[config.mk]
export PLATFORM = sky130hd
export DESIGN_NAME = parallel_to_serial_tx_flat
export DESIGN_NICKNAME = d
export VERILOG_FILES = /design/src/rtl/parallel_to_serial_tx_if.sv /design/src/rtl/parallel_to_serial_tx.sv /design/src/flat_wrapper.sv
export SDC_FILE = /design/constraint.sdc
export NUM_CORES = 1
export LEC_CHECK = 0
export CAP_MARGIN = 25
export CORE_MARGIN = 5
export CORE_UTILIZATION = 35
export DETAILED_ROUTE_END_ITERATION = 16
export MAX_ROUTING_LAYER = met4
export SYNTH_ARGS = -nofsm -noshare
export SYNTH_HDL_FRONTEND = slang
export SYNTH_SLANG_ARGS = --single-unit
[constraint.sdc]
create_clock -name clk -period 1.79 [get_ports clk]
set_input_delay 0.537 -clock clk [delete_from_list [all_inputs] [get_ports clk]]
set_output_delay 0.537 -clock clk [all_outputs]
set_load 0.02 [all_outputs]
[src/rtl/parallel_to_serial_tx_if.sv]
// Handshake/data bundle between a word source and the serial transmitter.
// The master drives start/data_in; the slave (transmitter) drives the serial side.
interface parallel_to_serial_tx_if #(
  parameter int DATA_W = 8
) ();

  logic              start;
  logic [DATA_W-1:0] data_in;
  logic              sdo;
  logic              bit_strobe;
  logic              busy;
  logic              done;

  modport master (
    output start,
    output data_in,
    input  sdo,
    input  bit_strobe,
    input  busy,
    input  done
  );

  modport slave (
    input  start,
    input  data_in,
    output sdo,
    output bit_strobe,
    output busy,
    output done
  );

endinterface

[src/rtl/parallel_to_serial_tx.sv]
// MSB-first parallel-to-serial transmitter; each bit is held CLK_DIV clocks.
// Optional macro TX_PARITY_EN appends one even-parity bit period after the data.
module parallel_to_serial_tx #(
  parameter int DATA_W  = 8,
  parameter int CLK_DIV = 4
) (
  input logic                   clk,
  input logic                   rst,
  parallel_to_serial_tx_if.slave bus
);

`ifdef TX_PARITY_EN
  localparam int NBITS = DATA_W + 1;
`else
  localparam int NBITS = DATA_W;
`endif

  localparam int DIV_W = $clog2(CLK_DIV) + 1;
  localparam int BIT_W = $clog2(DATA_W + 1) + 1;

  localparam logic [DIV_W-1:0] DIV_LAST = DIV_W'(CLK_DIV - 1);
  localparam logic [BIT_W-1:0] BIT_LAST = BIT_W'(NBITS - 1);

  typedef enum logic [1:0] {
    IDLE,
    SHIFT,
    DONE
  } state_t;

  state_t            state;
  state_t            state_next;
  logic [DATA_W-1:0] shift_reg;
  logic [DIV_W-1:0]  div_cnt;
  logic [BIT_W-1:0]  bit_cnt;
  logic              bit_end;

`ifdef TX_PARITY_EN
  logic              parity;
`endif

  assign bit_end = (div_cnt == DIV_LAST);

  always_ff @(posedge clk) begin
    if (!rst) begin
      state <= IDLE;
    end else begin
      state <= state_next;
    end
  end

  always_comb begin
    state_next = state;
    case (state)
      IDLE: begin
        if (bus.start) begin
          state_next = SHIFT;
        end
      end
      SHIFT: begin
        if (bit_end && (bit_cnt == BIT_LAST)) begin
          state_next = DONE;
        end
      end
      DONE: begin
        state_next = IDLE;
      end
      default: begin
        state_next = IDLE;
      end
    endcase
  end

  // Word capture and per-bit shifting; counters only advance while in SHIFT.
  always_ff @(posedge clk) begin
    if (!rst) begin
      shift_reg <= '0;
      div_cnt   <= '0;
      bit_cnt   <= '0;
`ifdef TX_PARITY_EN
      parity    <= 1'b0;
`endif
    end else begin
      case (state)
        IDLE: begin
          if (bus.start) begin
            shift_reg <= bus.data_in;
            div_cnt   <= '0;
            bit_cnt   <= '0;
`ifdef TX_PARITY_EN
            parity    <= 1'b0;
`endif
          end
        end
        SHIFT: begin
          if (bit_end) begin
            shift_reg <= {shift_reg[DATA_W-2:0], 1'b0};
            div_cnt   <= '0;
            bit_cnt   <= bit_cnt + BIT_W'(1);
`ifdef TX_PARITY_EN
            // Parity accumulates from the captured bits as they leave the register.
            parity    <= parity ^ shift_reg[DATA_W-1];
`endif
          end else begin
            div_cnt <= div_cnt + DIV_W'(1);
          end
        end
        default: begin
        end
      endcase
    end
  end

  always_comb begin
    bus.sdo        = 1'b1;
    bus.bit_strobe = 1'b0;
    bus.busy       = 1'b0;
    bus.done       = 1'b0;
    case (state)
      SHIFT: begin
        bus.busy       = 1'b1;
        bus.bit_strobe = bit_end;
`ifdef TX_PARITY_EN
        bus.sdo        = (bit_cnt == BIT_LAST) ? parity : shift_reg[DATA_W-1];
`else
        bus.sdo        = shift_reg[DATA_W-1];
`endif
      end
      DONE: begin
        bus.done = 1'b1;
      end
      default: begin
      end
    endcase
  end

endmodule

[src/flat_wrapper.sv]
// flat-port wrapper written by rule: the top's interface ports become plain ports
module parallel_to_serial_tx_flat 
#(
  parameter int DATA_W  = 8,
  parameter int CLK_DIV = 4
)
  (clk, rst, bus_start, bus_data_in, bus_sdo, bus_bit_strobe, bus_busy, bus_done);
  parallel_to_serial_tx_if #(.DATA_W(DATA_W)) bus_i ();
  input logic clk;
  input logic rst;
  input wire logic [$bits(bus_i.start)-1:0] bus_start;
  input wire logic [$bits(bus_i.data_in)-1:0] bus_data_in;
  output wire logic [$bits(bus_i.sdo)-1:0] bus_sdo;
  output wire logic [$bits(bus_i.bit_strobe)-1:0] bus_bit_strobe;
  output wire logic [$bits(bus_i.busy)-1:0] bus_busy;
  output wire logic [$bits(bus_i.done)-1:0] bus_done;
  assign bus_i.start = bus_start;
  assign bus_i.data_in = bus_data_in;
  assign bus_sdo = bus_i.sdo;
  assign bus_bit_strobe = bus_i.bit_strobe;
  assign bus_busy = bus_i.busy;
  assign bus_done = bus_i.done;
  parallel_to_serial_tx #(.DATA_W(DATA_W), .CLK_DIV(CLK_DIV)) u_core (.clk(clk), .rst(rst), .bus(bus_i));
endmodule
==> results.json <==
{
  "status": "completed",
  "wl_mm": 1.97,
  "syn_avg_cell_area_sq_um": 9.75,
  "yosysSeqAreaShare": 0.406,
  "crit_end": "bus_bit_strobe",
  "worst-setup-path-type": "reg -> out",
  "die-area_sq_um": 3640,
  "maxCapViolations": 0,
  "dp.cells": 143,
  "rsz0062_at_grt": "false",
  "io_pins": 15,
  "hold_path_class": "reg -> reg",
  "routabilityCongestion": 0.730,
  "largest_reg_flops": 8,
  "timing.final.crit_period_ps": 1710,
  "antenna_found_initial": 0,
  "finClkSkew_ps": 2.90,
  "grtUsageTotal": 0.121,
  "avgViaCountPerCell": 5.18,
  "routedWlPerCell_microns": 13.4,
  "drive_gt1_frac": 0.231,
  "max_slew_margin": 0.782,
  "power_leakage_nw": 0.527,
  "ys_seq_elements": 18,
  "cts_num_sinks": 18,
  "hold_buffers": 0,
  "placed_area_sq_um": 1130,
  "drc": 0,
  "grt-ovfl-total": 0,
  "fin_area_sq_um": 1170,
  "grt_first_pass_wirelength_mm": 3.21,
  "cp-start-kind": "register",
  "grt_max_degree": 21,
  "fin_crit_sh": 0.954,
  "fin_nets": 132,
  "finalSetupViolations": 0,
  "die_y_microns": 60.3,
  "clock.fmax_mhz": 585,
  "detail-route-antenna-nets": 0,
  "cts_made_buffers": 3,
  "end_kind": "output pin",
  "yosys.area.top_type": "dfxtp_1",
  "max_slew.worst_pin.slew_ps": 326,
  "syn_area_sq_um": 887,
  "ys_top_cells_by_area": "dfxtp_1 (41%), mux2i_1 (10%), o211a_1 (7.9%)",
  "num_antenna_cells": 0,
  "hold_viol": 0,
  "timing.rr.start": "u_core.state[0]$_SDFFE_PN0P_",
  "slew_violations": 0,
  "yosysWarningCount": 0,
  "start_util": 0.361,
  "placementRows": 18,
  "synthCells": 91,
  "cts.path.max_buffers": 2,
  "htreeDepth": 1,
  "cts_root_buf": "clkbuf_4",
  "fillCellCount": 243,
  "max-vdd-ir-drop_uv": 487,
  "cp.arrival_ps": 1170,
  "dp_hpwl_mm": 1.48,
  "r2r_slack_ps": 400,
  "io_buffers": 14,
  "drtIter0Drc": 21,
  "cts_tree": "yes",
  "drt_first_pass_iters": 4,
  "r2r_cells": 4,
  "final_cells": 147,
  "synthToLayoutAreaGrowth_pct": 31.6,
  "synth-edff-count": 0,
  "report.power.total_mw": 0.780,
  "synth_top_area_share": 0.406,
  "power_per_cell_area_nw_per_um2": 668,
  "cp_max_fo": 2,
  "cp-startpoint": "u_core.div_cnt[0]$_SDFFE_PN0P_",
  "syn_nets": 104,
  "die_w_microns": 60.3,
  "clk_pin_slew_worst_paths_ps": 100,
  "clkLatencyLatePin_ps": 290,
  "synth_cell_types": 27,
  "synthArstFlopShare": 0,
  "synth_ff_type": "dfxtp_1",
  "r2r-end": "u_core.shift_reg[4]$_SDFFE_PN0P_",
  "grt_pass1_vias": 716,
  "dr_total_vias": 762,
  "design.core.area_sq_um": 2450,
  "worst-endpoint-required_ps": 1250,
  "final_cell_mix": "buf_4 (16), dfxtp_1 (16), clkdlybuf4s50_1 (10)"
}
==> synth_stat cells, types with 2 or more instances <==
master and number:
buf_2 2, a21oi_1 2, o21ai_0 9, clkbuf_1 2, nand2b_1 3, ha_1 2
o211a_1 7, a21boi_0 4, dfxtp_1 18, nand3b_1 3, o2111ai_1 2, mux2i_1 9
nand3_1 7, nand2_1 6, inv_1 3
==> metal layers <==
metal  GRT usage  up-vias  share of wire
li1            -      388              -
met1       0.147      365           0.47
met2       0.201        7           0.50
met3      0.0383        2          0.029
met4      0.0190        0         0.0046
met5           -        -              0
==> final cells by class <==
| type | count | area (sq um) | area share |
|---|---|---|---|
| Clock buffer | 3 | 22.5 | 0.0193 |
| Inverter | 3 | 11.3 | 0.00965 |
| Multi-Input combinational cell | 64 | 492 | 0.421 |
| Sequential cell | 18 | 363 | 0.311 |
| Tap cell | 30 | 37.5 | 0.0322 |
| Timing Repair Buffer | 29 | 241 | 0.207 |
==> stage by stage <==
step	TNS [ps]	hold slack (ps)	setup slack, ps	utilization
after floorplan	0	425	232	-
after global routing	0	506	11.7	0.476
after detailed placement	-1500	461	-122	0.462
after CTS	0	476	5.30	0.471
after global placement	-1180	460	-103	0.462
final	0	472	82.0	0.476
==> power breakdown <==
part / leakage [nW] / switching [mW] / internal, mW
Sequential: 0.148 / 0.0135 / 0.421
Combinational: 0.366 / 0.0639 / 0.0799
Clock: 0.0138 / 0.123 / 0.0782
==> worst min path at each step <==
| stage | start | endpoint | slack, ps | cells after the start |
|---|---|---|---|---|
| after floorplan | u_core.div_cnt[2]$_SDFFE_PN0P_ | u_core.div_cnt[2]$_SDFFE_PN0P_ | 420 | 2 |
| after global placement | u_core.div_cnt[2]$_SDFFE_PN0P_ | u_core.div_cnt[2]$_SDFFE_PN0P_ | 460 | 2 |
| after detailed placement | u_core.div_cnt[2]$_SDFFE_PN0P_ | u_core.div_cnt[2]$_SDFFE_PN0P_ | 460 | 2 |
| after CTS | u_core.div_cnt[2]$_SDFFE_PN0P_ | u_core.div_cnt[2]$_SDFFE_PN0P_ | 480 | 2 |
| after global routing | u_core.div_cnt[2]$_SDFFE_PN0P_ | u_core.div_cnt[2]$_SDFFE_PN0P_ | 510 | 2 |
| final | u_core.div_cnt[2]$_SDFFE_PN0P_ | u_core.div_cnt[2]$_SDFFE_PN0P_ | 470 | 2 |
==> critical path, cell delays in order, from the launching register on <==
cell       delay [ps]
dfxtp_1           390
ha_4              160
nand4bb_4         110
inv_1              90
buf_4             140
==> logic make-up after synthesis <==
| logic type | share of synthesized area |
|---|---|
| flip-flops | 0.406 |
| AO/OA/AOI/OAI | 0.221 |
| AND/OR/NAND/NOR | 0.189 |
| buffers and inverters | 0.0536 |
| multiplexers | 0.102 |
| adder cells (fa/ha/maj) | 0.0282 |
==> repair_timing <==
action | in CTS | in global routing
pin swaps | 0 | 1
resized for setup | 14 | 6
setup buffers | 0 | 1
setup endpoints to repair | 4 | 3
Power figures use the tool's default switching activity.
